--- config.mk ---
export PLATFORM = sky130hd
export DESIGN_NAME = seq_divider_flat
export DESIGN_NICKNAME = d
export VERILOG_FILES = /design/src/rtl/seq_divider_if.sv /design/src/rtl/seq_divider.sv /design/src/flat_wrapper.sv
export SDC_FILE = /design/constraint.sdc
export NUM_CORES = 1
export LEC_CHECK = 0
export BUFFER_PORTS_ARGS = -buffer_cell sky130_fd_sc_hd__clkbuf_2
export CORE_MARGIN = 2
export CORE_UTILIZATION = 45
export CTS_BUF_LIST = sky130_fd_sc_hd__clkbuf_4 sky130_fd_sc_hd__clkbuf_8
export DETAILED_ROUTE_END_ITERATION = 7
export PLACE_DENSITY_LB_ADDON = 0.3
export SETUP_SLACK_MARGIN = 0.02
export SYNTH_ARGS = -nofsm -noshare
export SYNTH_HDL_FRONTEND = slang
export SYNTH_SLANG_ARGS = --single-unit
--- constraint.sdc ---
create_clock -name clk -period 2.6 [get_ports clk]
set_input_delay 0.52 -clock clk [delete_from_list [all_inputs] [get_ports clk]]
set_output_delay 0.52 -clock clk [all_outputs]
set_load 0.01 [all_outputs]
--- src/rtl/seq_divider_if.sv ---
// Start/busy/done handshake and operand/result bundle for seq_divider.
// The ALU sequencer drives the master side; the divider is the slave.
interface seq_divider_if #(
  parameter int unsigned WIDTH = 8
) ();
  logic             start;
  logic             signed_mode;
  logic [WIDTH-1:0] dividend;
  logic [WIDTH-1:0] divisor;
  logic             busy;
  logic             done;
  logic [WIDTH-1:0] quotient;
  logic [WIDTH-1:0] remainder;
  logic             valid;

  modport master (
    output start, signed_mode, dividend, divisor,
    input  busy, done, quotient, remainder, valid
  );

  modport slave (
    input  start, signed_mode, dividend, divisor,
    output busy, done, quotient, remainder, valid
  );
endinterface

--- src/rtl/seq_divider.sv ---
// Multi-cycle restoring divider: one quotient bit per clock, unsigned or signed (truncating).
// Divide-by-zero returns Q=0, R=dividend, valid=0 after a single extra cycle.
module seq_divider #(
  parameter int unsigned WIDTH = 8
) (
  input logic          clk,
  input logic          rst,
  seq_divider_if.slave bus
);

  localparam int unsigned CntW = $clog2(WIDTH);

  typedef enum logic [1:0] {StIdle, StCalc, StFin} state_e;

  state_e            state_q, state_d;
  logic [CntW-1:0]   cnt_q, cnt_d;
  logic [WIDTH-1:0]  rem_q, rem_d;
  logic [WIDTH-1:0]  quo_q, quo_d;
  logic [WIDTH-1:0]  dvs_q, dvs_d;
  logic [WIDTH-1:0]  raw_q, raw_d;
  logic              neg_quo_q, neg_quo_d;
  logic              neg_rem_q, neg_rem_d;
  logic              div_zero_q, div_zero_d;
  logic [WIDTH-1:0]  quotient_q, quotient_d;
  logic [WIDTH-1:0]  remainder_q, remainder_d;
  logic              valid_q, valid_d;
  logic              done_q, done_d;

  logic              a_neg, b_neg;
  logic [WIDTH:0]    rem_shift;
  logic [WIDTH:0]    trial;

  assign a_neg     = bus.signed_mode & bus.dividend[WIDTH-1];
  assign b_neg     = bus.signed_mode & bus.divisor[WIDTH-1];
  // One extra bit so the trial subtraction sign is never lost to overflow.
  assign rem_shift = {rem_q, quo_q[WIDTH-1]};
  assign trial     = rem_shift - {1'b0, dvs_q};

  always_comb begin
    state_d     = state_q;
    cnt_d       = cnt_q;
    rem_d       = rem_q;
    quo_d       = quo_q;
    dvs_d       = dvs_q;
    raw_d       = raw_q;
    neg_quo_d   = neg_quo_q;
    neg_rem_d   = neg_rem_q;
    div_zero_d  = div_zero_q;
    quotient_d  = quotient_q;
    remainder_d = remainder_q;
    valid_d     = valid_q;
    done_d      = 1'b0;

    unique case (state_q)
      StIdle: begin
        if (bus.start) begin
          quo_d      = a_neg ? -bus.dividend : bus.dividend;
          dvs_d      = b_neg ? -bus.divisor : bus.divisor;
          raw_d      = bus.dividend;
          rem_d      = '0;
          cnt_d      = '0;
          neg_quo_d  = a_neg ^ b_neg;
          neg_rem_d  = a_neg;
          div_zero_d = (bus.divisor == '0);
          state_d    = (bus.divisor == '0) ? StFin : StCalc;
        end
      end

      StCalc: begin
        if (!trial[WIDTH]) begin
          rem_d = trial[WIDTH-1:0];
          quo_d = {quo_q[WIDTH-2:0], 1'b1};
        end else begin
          rem_d = rem_shift[WIDTH-1:0];
          quo_d = {quo_q[WIDTH-2:0], 1'b0};
        end
        cnt_d = cnt_q + 1'b1;
        if (cnt_q == CntW'(WIDTH - 1)) begin
          state_d = StFin;
        end
      end

      StFin: begin
        if (div_zero_q) begin
          quotient_d  = '0;
          remainder_d = raw_q;
          valid_d     = 1'b0;
        end else begin
          // Most-negative / -1 wraps naturally: magnitude 2^(W-1) stays un-negated.
          quotient_d  = neg_quo_q ? -quo_q : quo_q;
          remainder_d = neg_rem_q ? -rem_q : rem_q;
          valid_d     = 1'b1;
        end
        done_d  = 1'b1;
        state_d = StIdle;
      end

      default: state_d = StIdle;
    endcase
  end

  always_ff @(posedge clk) begin
    if (rst) begin
      state_q     <= StIdle;
      cnt_q       <= '0;
      rem_q       <= '0;
      quo_q       <= '0;
      dvs_q       <= '0;
      raw_q       <= '0;
      neg_quo_q   <= 1'b0;
      neg_rem_q   <= 1'b0;
      div_zero_q  <= 1'b0;
      quotient_q  <= '0;
      remainder_q <= '0;
      valid_q     <= 1'b0;
      done_q      <= 1'b0;
    end else begin
      state_q     <= state_d;
      cnt_q       <= cnt_d;
      rem_q       <= rem_d;
      quo_q       <= quo_d;
      dvs_q       <= dvs_d;
      raw_q       <= raw_d;
      neg_quo_q   <= neg_quo_d;
      neg_rem_q   <= neg_rem_d;
      div_zero_q  <= div_zero_d;
      quotient_q  <= quotient_d;
      remainder_q <= remainder_d;
      valid_q     <= valid_d;
      done_q      <= done_d;
    end
  end

  assign bus.busy      = (state_q != StIdle);
  assign bus.done      = done_q;
  assign bus.quotient  = quotient_q;
  assign bus.remainder = remainder_q;
  assign bus.valid     = valid_q;

endmodule

--- src/flat_wrapper.sv ---
// flat-port wrapper written by rule: the top's interface ports become plain ports
module seq_divider_flat 
#(
  parameter int unsigned WIDTH = 8
)
  (clk, rst, bus_start, bus_signed_mode, bus_dividend, bus_divisor, bus_busy, bus_done, bus_quotient, bus_remainder, bus_valid);
  seq_divider_if #(.WIDTH(WIDTH)) bus_i ();
  input logic clk;
  input logic rst;
  input wire logic [$bits(bus_i.start)-1:0] bus_start;
  input wire logic [$bits(bus_i.signed_mode)-1:0] bus_signed_mode;
  input wire logic [$bits(bus_i.dividend)-1:0] bus_dividend;
  input wire logic [$bits(bus_i.divisor)-1:0] bus_divisor;
  output wire logic [$bits(bus_i.busy)-1:0] bus_busy;
  output wire logic [$bits(bus_i.done)-1:0] bus_done;
  output wire logic [$bits(bus_i.quotient)-1:0] bus_quotient;
  output wire logic [$bits(bus_i.remainder)-1:0] bus_remainder;
  output wire logic [$bits(bus_i.valid)-1:0] bus_valid;
  assign bus_i.start = bus_start;
  assign bus_i.signed_mode = bus_signed_mode;
  assign bus_i.dividend = bus_dividend;
  assign bus_i.divisor = bus_divisor;
  assign bus_busy = bus_i.busy;
  assign bus_done = bus_i.done;
  assign bus_quotient = bus_i.quotient;
  assign bus_remainder = bus_i.remainder;
  assign bus_valid = bus_i.valid;
  seq_divider #(.WIDTH(WIDTH)) u_core (.clk(clk), .rst(rst), .bus(bus_i));
endmodule
**Yosys cells after proc, flatten, opt, wreduce, memory -nomap -nowiden**

Index checks and enable logic that the tools add are counted.

- Output and inout port bits: 19
- Bits of input ports: 20
- Logic and storage cells: 54
- Flip-flop bits (word level): 58

- Reductions and logical operators: 7
- Bitwise operators: 3
- Multiplexer cells: 20
- Add/sub/neg operators: 6
- Equality and inequality tests: 5

Operators by type and width:

| cell | number |
|---|---|
| 2-to-1 mux 8 bit | 9 |
| negation 8 bit | 4 |
| one-hot mux 8 bit (2 select lines) | 2 |
| subtractor 9 x 8 -> 9 bit | 1 |
| zero test 8 bit | 1 |
| 2-to-1 mux 2 bit | 3 |
| one-hot mux 3 bit (2 select lines) | 1 |
| AND reduction 2 bit | 3 |
| one-hot mux 2 bit (2 select lines) | 1 |
| nonzero test 2 bit | 2 |
| adder 3 x 1 -> 3 bit (second input constant) | 1 |
| equality test 3 bit (second input constant) | 1 |
| 2-to-1 mux 1 bit | 3 |
| 2-to-1 mux 3 bit | 1 |
| bitwise AND 1 bit | 2 |
| equality test 2 x 1 -> 1 bit (second input constant) | 1 |
| equality test 2 bit (second input constant) | 1 |
| zero test 2 bit | 1 |
| inequality test 2 x 1 -> 1 bit (second input constant) | 1 |
| inequality test 2 bit (second input constant) | 1 |
| XOR 1 bit | 1 |

**Longest topological paths before layout**

Gate-level depths: netlist of the first run.

- Word-level depth: 4
- Mapped depth: 10
- Depth with buffers taken out: 9

**Worst setup path after synthesis of the first run**

OpenSTA, ideal clock, no wires.

- Kind: flip-flop to flip-flop
- From: register u_core.quo_q[7]
- To: register u_core.rem_q[3]
- Setup time: 120 ps
- Required time: 2480 ps
- Buffers on the path: 1
- Slack: 512 ps
- Clock period less this slack: 2088 ps
- Stages on the path, launching flop included: 10
- Arrival time: 1968 ps
- Cell sequence: dfxtp_1 -> inv_1 -> ha_1 -> fa_1 -> nor2b_4 -> o31ai_4 -> a221oi_2 -> buf_6 -> mux2i_1 -> o21ai_1

- Word-level cells in the longest chain between the ends: 3

Ends and longest elaborated chain:

| what | RTL line | RTL |
|---|---|---|
| start: declaration | seq_divider.sv:18 | `logic [WIDTH-1:0] quo_q, quo_d;` |
| start signal: assignment | seq_divider.sv:121 | `quo_q <= quo_d;` |
| subtractor 9 x 8 -> 9 bit | seq_divider.sv:37 | `assign trial = rem_shift - {1'b0, dvs_q};` |
| 2-to-1 mux 8 bit | seq_divider.sv:70 | `if (!trial[WIDTH]) begin` |
| one-hot mux 8 bit (2 select lines) | seq_divider.sv:54 | `unique case (state_q)` |
| end signal: assignment | seq_divider.sv:120 | `rem_q <= rem_d;` |
| end: declaration | seq_divider.sv:17 | `logic [WIDTH-1:0] rem_q, rem_d;` |

Every way passes these cells.
A chain may end at the register's enable or synchronous reset.

**Worst setup path in the final report of the first run**

- From: register u_core.quo_q[7]
- To: register u_core.quo_q[0]

- Word-level cells in the longest chain between the ends: 3

Ends and longest elaborated chain:

| what | RTL line |
|---|---|
| subtractor 9 x 8 -> 9 bit | seq_divider.sv:37 |
| 2-to-1 mux 1 bit | seq_divider.sv:70 |
| one-hot mux 8 bit (2 select lines) | seq_divider.sv:54 |

Every way passes these cells.

==> results of run 1 <==
sequential cells by signal, summed over array words and instances, names as in the netlist:
| signal | cells |
|---|---|
| u_core.dvs_q | 8 |
| u_core.neg_rem_q | 1 |
| u_core.raw_q | 8 |
| u_core.quo_q | 8 |
| u_core.bus.remainder | 8 |
| u_core.bus.quotient | 8 |
| u_core.div_zero_q | 1 |
| u_core.neg_quo_q | 1 |
| u_core.rem_q | 8 |
| u_core.cnt_q | 3 |
| u_core.bus.done | 1 |
| u_core.state_q | 2 |
| u_core.bus.valid | 1 |
kinds of logic after synthesis:
family,after synthesis
compound gates,107
xor+xnor,26
fa+ha+maj,15
buf+inv,47
flops,58
mux,8
simple gates,149
cells in the final DEF, fill, tap and decap left out, drive strengths merged, types with 9 or more instances in the layout:
| master | count |
|---|---|
| nand2 | 64 |
| dfxtp | 58 |
| nor2 | 48 |
| clkbuf | 47 |
| a21oi | 39 |
| inv | 27 |
| o21ai | 22 |
| xnor2 | 16 |
| ha | 14 |
| xor2 | 10 |
| nor3 | 9 |
final cells by class:
class / count / area [um2]
multi-input combinational: 305 / 1860
timing repair buffer: 43 / 228
sequential: 58 / 1160
tap: 96 / 120
inverter: 25 / 93.8
clock buffer: 9 / 124
clock inverter: 7 / 101
fill: 691 / 3140
power by group:
group	switching (uW)	internal, uW	total, uW	leakage, uW
logic	313	240	554	0.000886
clock network	396	547	944	0.000106
registers	69.1	942	1010	0.000473
path summary, 6_finish.rpt:
check | start | to | cells past startpoint
max | u_core.quo_q[7] | u_core.quo_q[0] | 9
min | bus_divisor[0] | u_core.dvs_q[0] | 3
max reg2reg | u_core.quo_q[7] | u_core.quo_q[0] | 9
min reg2reg | u_core.bus.quotient[6] | u_core.bus.quotient[6] | 2
through the flow:
stage | utilization [%] | total power [uW] | setup slack [ns] | hold WS [ns]
finish | 54.0 | 2510 | 0.381 | 0.439
global route | 54.0 | 2630 | 0.242 | 0.460
CTS | 54.0 | 2510 | 0.397 | 0.435
detailed placement | 50.7 | 1580 | 0.411 | 0.444
global placement | 50.7 | 1570 | 0.454 | 0.441
floorplan | - | 1460 | 0.512 | 0.432
layer usage:
metal,vias to the layer above,share of wire (%)
met5,-,0
li1,1485,-
met1,1273,49
met4,0,0.93
met2,82,44
met3,6,5.7
critical path, stage by stage (launching register included):
cell	delay, ns
dfxtp_1	0.34
inv_1	0.08
ha_1	0.21
fa_1	0.44
nor2b_4	0.16
o31ai_4	0.08
a221oi_2	0.24
buf_4	0.24
nor2_1	0.07
a2111oi_2	0.27
==> results_dict.tcl, run 1 <==
set metrics [dict create \
    status "finished clean" \
    synth_edf_count 0 \
    cts_root_buffer "clkbuf_8" \
    setup_violations 0 \
    netlist.area_leader.share_pct 36.2 \
    dpl_cell_area_um2 3460 \
    synth_cells 410 \
    hold_viol 0 \
    clock_skew_ns 0.0103 \
    busiest_layer "met2" \
    tritoncts.num_buffers 9 \
    timing.final.crit_share_pct 85.3 \
    ctsHoldBuffers 0 \
    slew_headroom_pct 55.9 \
    cts_setup_buffers 0 \
    slew_viol_final 0 \
    die_h_um 88.5 \
    die_x_um 88.5 \
    routedWlPerCell_um 13.5 \
    grt_pass1_vias 2581 \
    fin_nets 477 \
    initial_utilization_pct 47.0 \
    tightestPinTransition_ns 0.661 \
    dp.cells 527 \
    synth_ff_type "dfxtp_1" \
    io_buffers 38 \
    grt_overflow_total 0 \
    reg2reg_slack_ns 0.38 \
    route.antenna.remaining_nets 0 \
    cts_sinks 58 \
    num_io_pins 39 \
    postLayoutCellArea_um2 3690 \
    cp-end-kind "register" \
    drt_pass1_iterations 4 \
    ys.warnings.count 0 \
    clk_pin_slew_ns 0.07 \
    crit_fanout 12 \
    cts_tree "built" \
    power_leakage_uw 0.00147 \
    drc 0 \
    met3_usage_pct 4.10 \
    dieArea_um2 7830 \
    diodes 0 \
    core_area_um2 6830 \
    final_cell_count_no_fill 543 \
    fmax_mhz 451 \
    synthSimpleGateAreaFrac_pct 20.1 \
    synth_top_family_by_area "compound AO/OA/AOI/OAI gates" \
    antenna_found_initial 0 \
    ctsHtreeMaxLevel 3 \
    rows 30 \
    wl_um 7320 \
    yosysTopAreaCell "dfxtp_1" \
    async_flop_share_pct 0 \
    critPathLaunchType "register" \
    hold_path.class "primary input to register" \
    rsz0062_at_grt "false" \
    grt_usage_pct 20.0 \
    irDropWorstVdd_mv 0.305 \
    drv_cap 0 \
    setup_tns_ns 0 \
    cts_resized 0 \
    ys_seq_area_share_pct 36.2 \
    drt_iter0_drc 166 \
    synth_common_cells "64 x nand2_1, 58 x dfxtp_1, 48 x nor2_1" \
    grt_max_degree 34 \
    cts_buffer_depth 2 \
    layout-drive-gt1-share_pct 15.2 \
    vias 2846 \
    use_met1_pct 29.2 \
    grt_pass1_wl_um 12200 \
    synthAdderAreaFrac_pct 6.08 \
    use_met2_pct 29.3 \
    hpwl_um 5490 \
    syn_avg_cell_area_um2 7.83 \
    synth.most_common_cell "nand2_1" \
    netlist_area_um2 3210 \
    power_density_nw_per_um2 680 \
    syn_nets 445 \
    synthMuxAreaShare_pct 2.49 \
    synth_area_leaders "dfxtp_1 36%, nand2_1 7.5%, a21oi_1 6.1%" \
    synth.distinct_cells 50 \
    ys_ff_latch 58 \
    viasPerCell 5.24 \
    cp.required_ns 2.83 \
    path_class "register to register" \
    synth-xor-area-share_pct 7.09 \
    post-route-min-period_ns 2.22 \
    synth-compound-area-share_pct 22.1 \
    clk_latency_ns 0.34 \
    arrival_ns 2.45 \
    gp_congestion 0.874 \
    area_growth_syn_to_layout_pct 14.9 \
]
Note: power is estimated with default switching activity, not from simulation.
==> inputs of run 2 (changes only) <==
- CORE_MARGIN: 2 -> default
- REMOVE_ABC_BUFFERS: default -> 1
==> run 2 against run 1 <==
  * Cell count up 0.37%
  * Core utilization rose by 0.57 points
  * Largest power group is now clock
  * Final area is 1.1% higher
  * Via count increased by 3.2%
  * First-iteration DRC count rose by 4.8%
  * Worst hold slack worse by 0.0038 ns
  * Highest routed layer unchanged
==> results_dict.tcl, run 2 (synthesis gave the netlist of run 1 again) <==
set metrics [dict create \
    status "finished clean" \
    antenna_found_initial 0 \
    post-route-min-period_ns 2.24 \
    arrival_ns 2.48 \
    gp_congestion 0.879 \
    initial_utilization_pct 47.0 \
    fin_nets 479 \
    finish.utilization_pct 54.6 \
    power_density_nw_per_um2 702 \
    clock_skew_ns 0.0115 \
    viasPerCell 5.39 \
    tritoncts.num_buffers 9 \
    mostFrequentLayoutCell "nand2_1" \
    slew_headroom_pct 58.0 \
    grt_pass1_wl_um 12600 \
    io_buffers 38 \
    setup_ws_ns 0.355 \
    num_io_pins 39 \
    route.antenna.remaining_nets 0 \
    rsz0062_at_grt "false" \
    cts_buffer_depth 2 \
    clk_pin_slew_ns 0.07 \
    drt_iter0_drc 174 \
    cts_root_buffer "clkbuf_8" \
    ctsHoldBuffers 0 \
    dieArea_um2 7480 \
    vias 2938 \
    dpl_cell_area_um2 3480 \
    postLayoutCellArea_um2 3730 \
    drc 0 \
    hold_path.class "primary input to register" \
    grt_overflow_total 0 \
    p_comb_share_pct 21.5 \
    timing.final.crit_share_pct 86.3 \
    cts_sinks 58 \
    die_x_um 86.5 \
    setup_violations 0 \
    dp_worst_setup_slack_ns 0.380 \
    internal_power_uw 1830 \
    routedWlPerCell_um 13.7 \
    cts_tree "built" \
    cts_setup_buffers 0 \
    diodes 0 \
    slew_viol_final 0 \
    fmax_mhz 446 \
    setup_tns_ns 0 \
    clk_latency_ns 0.35 \
    seqPwrFrac_pct 38.5 \
    layout-drive-gt1-share_pct 15.6 \
    tightestPinTransition_ns 0.629 \
    final_cell_mix "64 x nand2_1, 58 x dfxtp_1, 48 x nor2_1, 39 x a21oi_1, 38 x clkbuf_2" \
    cp-end-kind "register" \
    cts_resized 0 \
    crit_fanout 12 \
    power_leakage_uw 0.00149 \
    clkPwrFrac_pct 40.0 \
    wl_um 7480 \
    critPathLaunchType "register" \
    dp.cells 529 \
    grt_max_degree 37 \
    switching_share_pct 30.0 \
    die_h_um 86.5 \
    hold_viol 0 \
    area_growth_syn_to_layout_pct 16.1 \
    grt_usage_pct 21.6 \
    final_cell_count_no_fill 545 \
    irDropWorstVdd_mv 0.404 \
    ctsHtreeMaxLevel 3 \
    rows 30 \
    core_area_um2 6830 \
    cp.required_ns 2.84 \
    path_class "register to register" \
    grt_pass1_vias 2630 \
    drv_cap 0 \
    drt_pass1_iterations 4 \
    hpwl_um 5580 \
    switchingPower_uw 785 \
]
[run 2: changes by cell type in the layout (fill, tap and decap cells not counted)]
| cell | delta |
|---|---|
| buf_4 | +2 |
| clkinv_4 | +2 |
| clkinvlp_4 | -2 |
| bufinv_16 | +1 |
| inv_6 | -1 |
[run 2: power groups by stage]
stage          registers, uW  clock network, uW  logic [uW]
5_1_grt                 1020               1110         623
2_1_floorplan           1010                  0         409
4_1_cts                 1010               1060         561
3_5_place_dp            1030                  0         556
6_report                1010               1050         561
3_3_place_gp            1030                  0         545
[run 2: per-stage QoR]
step / hold WS (ns) / total power, uW
after global placement: 0.443 / 1570
after global routing: 0.441 / 2750
after detailed placement: 0.447 / 1580
after floorplan: 0.426 / 1420
after CTS: 0.424 / 2630
final: 0.435 / 2620
[run 2: worst paths after layout]
check | from | end | slack [ns] | cells past startpoint
max | u_core.quo_q[7] | u_core.rem_q[0] | 0.36 | 10
min | bus_divisor[0] | u_core.dvs_q[0] | 0.44 | 3
max reg2reg | u_core.quo_q[7] | u_core.rem_q[0] | 0.36 | 10
min reg2reg | u_core.bus.quotient[6] | u_core.bus.quotient[6] | 0.45 | 2
[run 2: critical path: stages, from the launching register on]
cell and delay [ns]:
dfxtp_1 0.34, inv_1 0.08, ha_1 0.21, fa_1 0.44, nor2b_4 0.16, o31ai_4 0.08
a31oi_1 0.23, a221oi_2 0.05, buf_4 0.21, mux2i_1 0.14, a22o_1 0.19
[run 2: layer usage]
layer	part of all wire (%)	track usage [%]
met4	1.2	7.42
met3	5.4	5.05
met2	45	32.5
met1	49	30.3
met5	0	0
[run 2: final cells by class]
type,count,area [um2]
Inverter,25,93.8
Timing Repair Buffer,45,243
Clock inverter,7,125
Clock buffer,9,124
Sequential cell,58,1160
Multi-Input combinational cell,305,1860
Fill cell,695,3100
Tap cell,96,120
==> inputs of run 3 (changes only) <==
- GPL_TIMING_DRIVEN: default -> 0
==> run 3 against run 2 <==
  * Clock skew fell by 0.0021 ns
  * Global-route usage decreased by 1.0 points
  * Non-clock buffer count shrank 3
  * Highest routed layer unchanged
  * Routed wire length shrank 3.2%
  * Sequential share of layout area rose by 0.28 points
  * Largest power group is now registers
  * Critical endpoint is now u_core.rem_q[4]
  * Cell count shrank 0.55%
  * First-iteration DRC count fell by 8.0%
  * Clock-buffer cell count is the same
  * Worst hold slack got worse by 0.020 ns
==> results_dict.tcl, run 3 (synthesis gave the netlist of run 1 again) <==
set metrics [dict create \
    drc 0 \
    crit_family "compound AO/OA/AOI/OAI gates" \
    vias 2886 \
    cts_root_buffer "clkbuf_8" \
    ctsHoldBuffers 0 \
    irDropWorstVdd_mv 0.327 \
    diodes 0 \
    cts_sinks 58 \
    drt_pass1_iterations 5 \
    grt_usage_pct 20.6 \
    status "finished clean" \
    nFillCells 683 \
    post-route-min-period_ns 2.36 \
    multiInputGateArea_um2 1870 \
    slew_viol_final 0 \
    dieArea_um2 7480 \
    antenna_found_initial 0 \
    grt_max_degree 54 \
    drv_cap 0 \
    mostFrequentLayoutCell "nand2_1" \
    tritoncts.num_buffers 9 \
    cts_tree "built" \
    regArea_um2 1160 \
    slew_headroom_pct 27.4 \
    setup_violations 0 \
    critPathLaunchType "register" \
    clk_pin_slew_ns 0.08 \
    final_cell_mix "64 x nand2_1, 58 x dfxtp_1, 48 x nor2_1, 39 x a21oi_1, 38 x clkbuf_2" \
    slowest_delay_ns 0.35 \
    die_x_um 86.5 \
    tightestPinTransition_ns 1.09 \
    clock_skew_ns 0.00944 \
    fin_nets 476 \
    path_class "register to register" \
    worst_path_max_delay_cell "a221oi_4" \
    power_density_nw_per_um2 694 \
    hold_viol 0 \
    hold_path.class "primary input to register" \
    gp_congestion 0.839 \
    num_io_pins 39 \
    clk_latency_ns 0.34 \
    grt_overflow_total 0 \
    arrival_ns 2.59 \
    core_area_um2 6830 \
    ctsHtreeMaxLevel 3 \
    route.antenna.remaining_nets 0 \
    cp-end-kind "register" \
    timing.final.crit_share_pct 90.8 \
    drt_iter0_drc 160 \
    crit_fanout 6 \
    cp.required_ns 2.83 \
    initial_utilization_pct 47.0 \
    routedWlPerCell_um 13.4 \
    die_h_um 86.5 \
    area_growth_syn_to_layout_pct 15.0 \
    dp.cells 522 \
    final_cell_count_no_fill 542 \
    crit_buf_inv 2 \
    wl_um 7240 \
    rows 30 \
    fmax_mhz 424 \
    grt_pass1_wl_um 12200 \
    setup_tns_ns 0 \
    layout-drive-gt1-share_pct 15.0 \
    finalHoldWorstSlack_ns 0.415 \
    power_leakage_uw 0.00147 \
    rsz0062_at_grt "false" \
    viasPerCell 5.32 \
    grt_pass1_vias 2659 \
    power_uw 2560 \
    hpwl_um 5280 \
    cts_buffer_depth 2 \
    cp_cell_sequence "inv_1 -> ha_1 -> fa_1 -> nor2b_4 -> o31ai_4 -> a31oi_1 -> a221oi_4 -> buf_4 -> mux2i_1 -> o21ai_1" \
    io_buffers 38 \
]
[run 3: timing repair]
action                     4_1_cts  5_1_grt
buffers inserted                 0        4
setup endpoints to repair        7        1
gates resized for setup          1        0
gates cloned                     0        0
[run 3: through the flow]
| stage | area, um2 | utilization, % | setup slack, ns |
|---|---|---|---|
| final | 3690 | 54.1 | 0.239 |
| after global routing | 3690 | 54.1 | 0.0967 |
| after CTS | 3660 | 53.6 | 0.0506 |
| after detailed placement | 3430 | 50.1 | -0.174 |
| after global placement | 3430 | 50.1 | -0.114 |
| after floorplan | 3120 | - | 0.236 |
[run 3: where the power goes]
part / internal (uW) / switching (uW)
clock: 547 / 409
combinational: 270 / 329
sequential: 942 / 64.2
[run 3: final timing paths]
kind	from	end	slack, ns	depth (start not counted)
worst max-delay path	u_core.quo_q[7]	u_core.rem_q[4]	0.24	10
worst min-delay path	bus_divisor[0]	u_core.dvs_q[0]	0.41	3
worst max register to register	u_core.quo_q[7]	u_core.rem_q[4]	0.24	10
worst min register to register	u_core.bus.remainder[7]	u_core.bus.remainder[7]	0.45	2
[run 3: final cells by class]
type / count / area share (%)
sequential: 58 / 31.4
clock inverter: 7 / 2.78
clock buffer: 9 / 3.35
inverter: 25 / 2.54
timing repair buffer: 42 / 5.96
tap: 96 / 3.25
multi-input combinational: 305 / 50.7
[run 3: worst min-delay path, delay by kind of cell]
kind | cells | cell delay (ns)
AO/OA/AOI/OAI | 1 | 0.05
buffers and inverters | 1 | 0.09
AND/OR/NAND/NOR | 1 | 0.05
[run 3: layer usage]
| metal | global-route usage, % | vias to the layer above | part of all wire [%] |
|---|---|---|---|
| met5 | 0 | - | 0 |
| met4 | 5.91 | 0 | 0.41 |
| met3 | 4.57 | 2 | 4.5 |
| met2 | 32.5 | 55 | 45 |
| met1 | 28.3 | 1344 | 50 |
| li1 | - | 1485 | - |
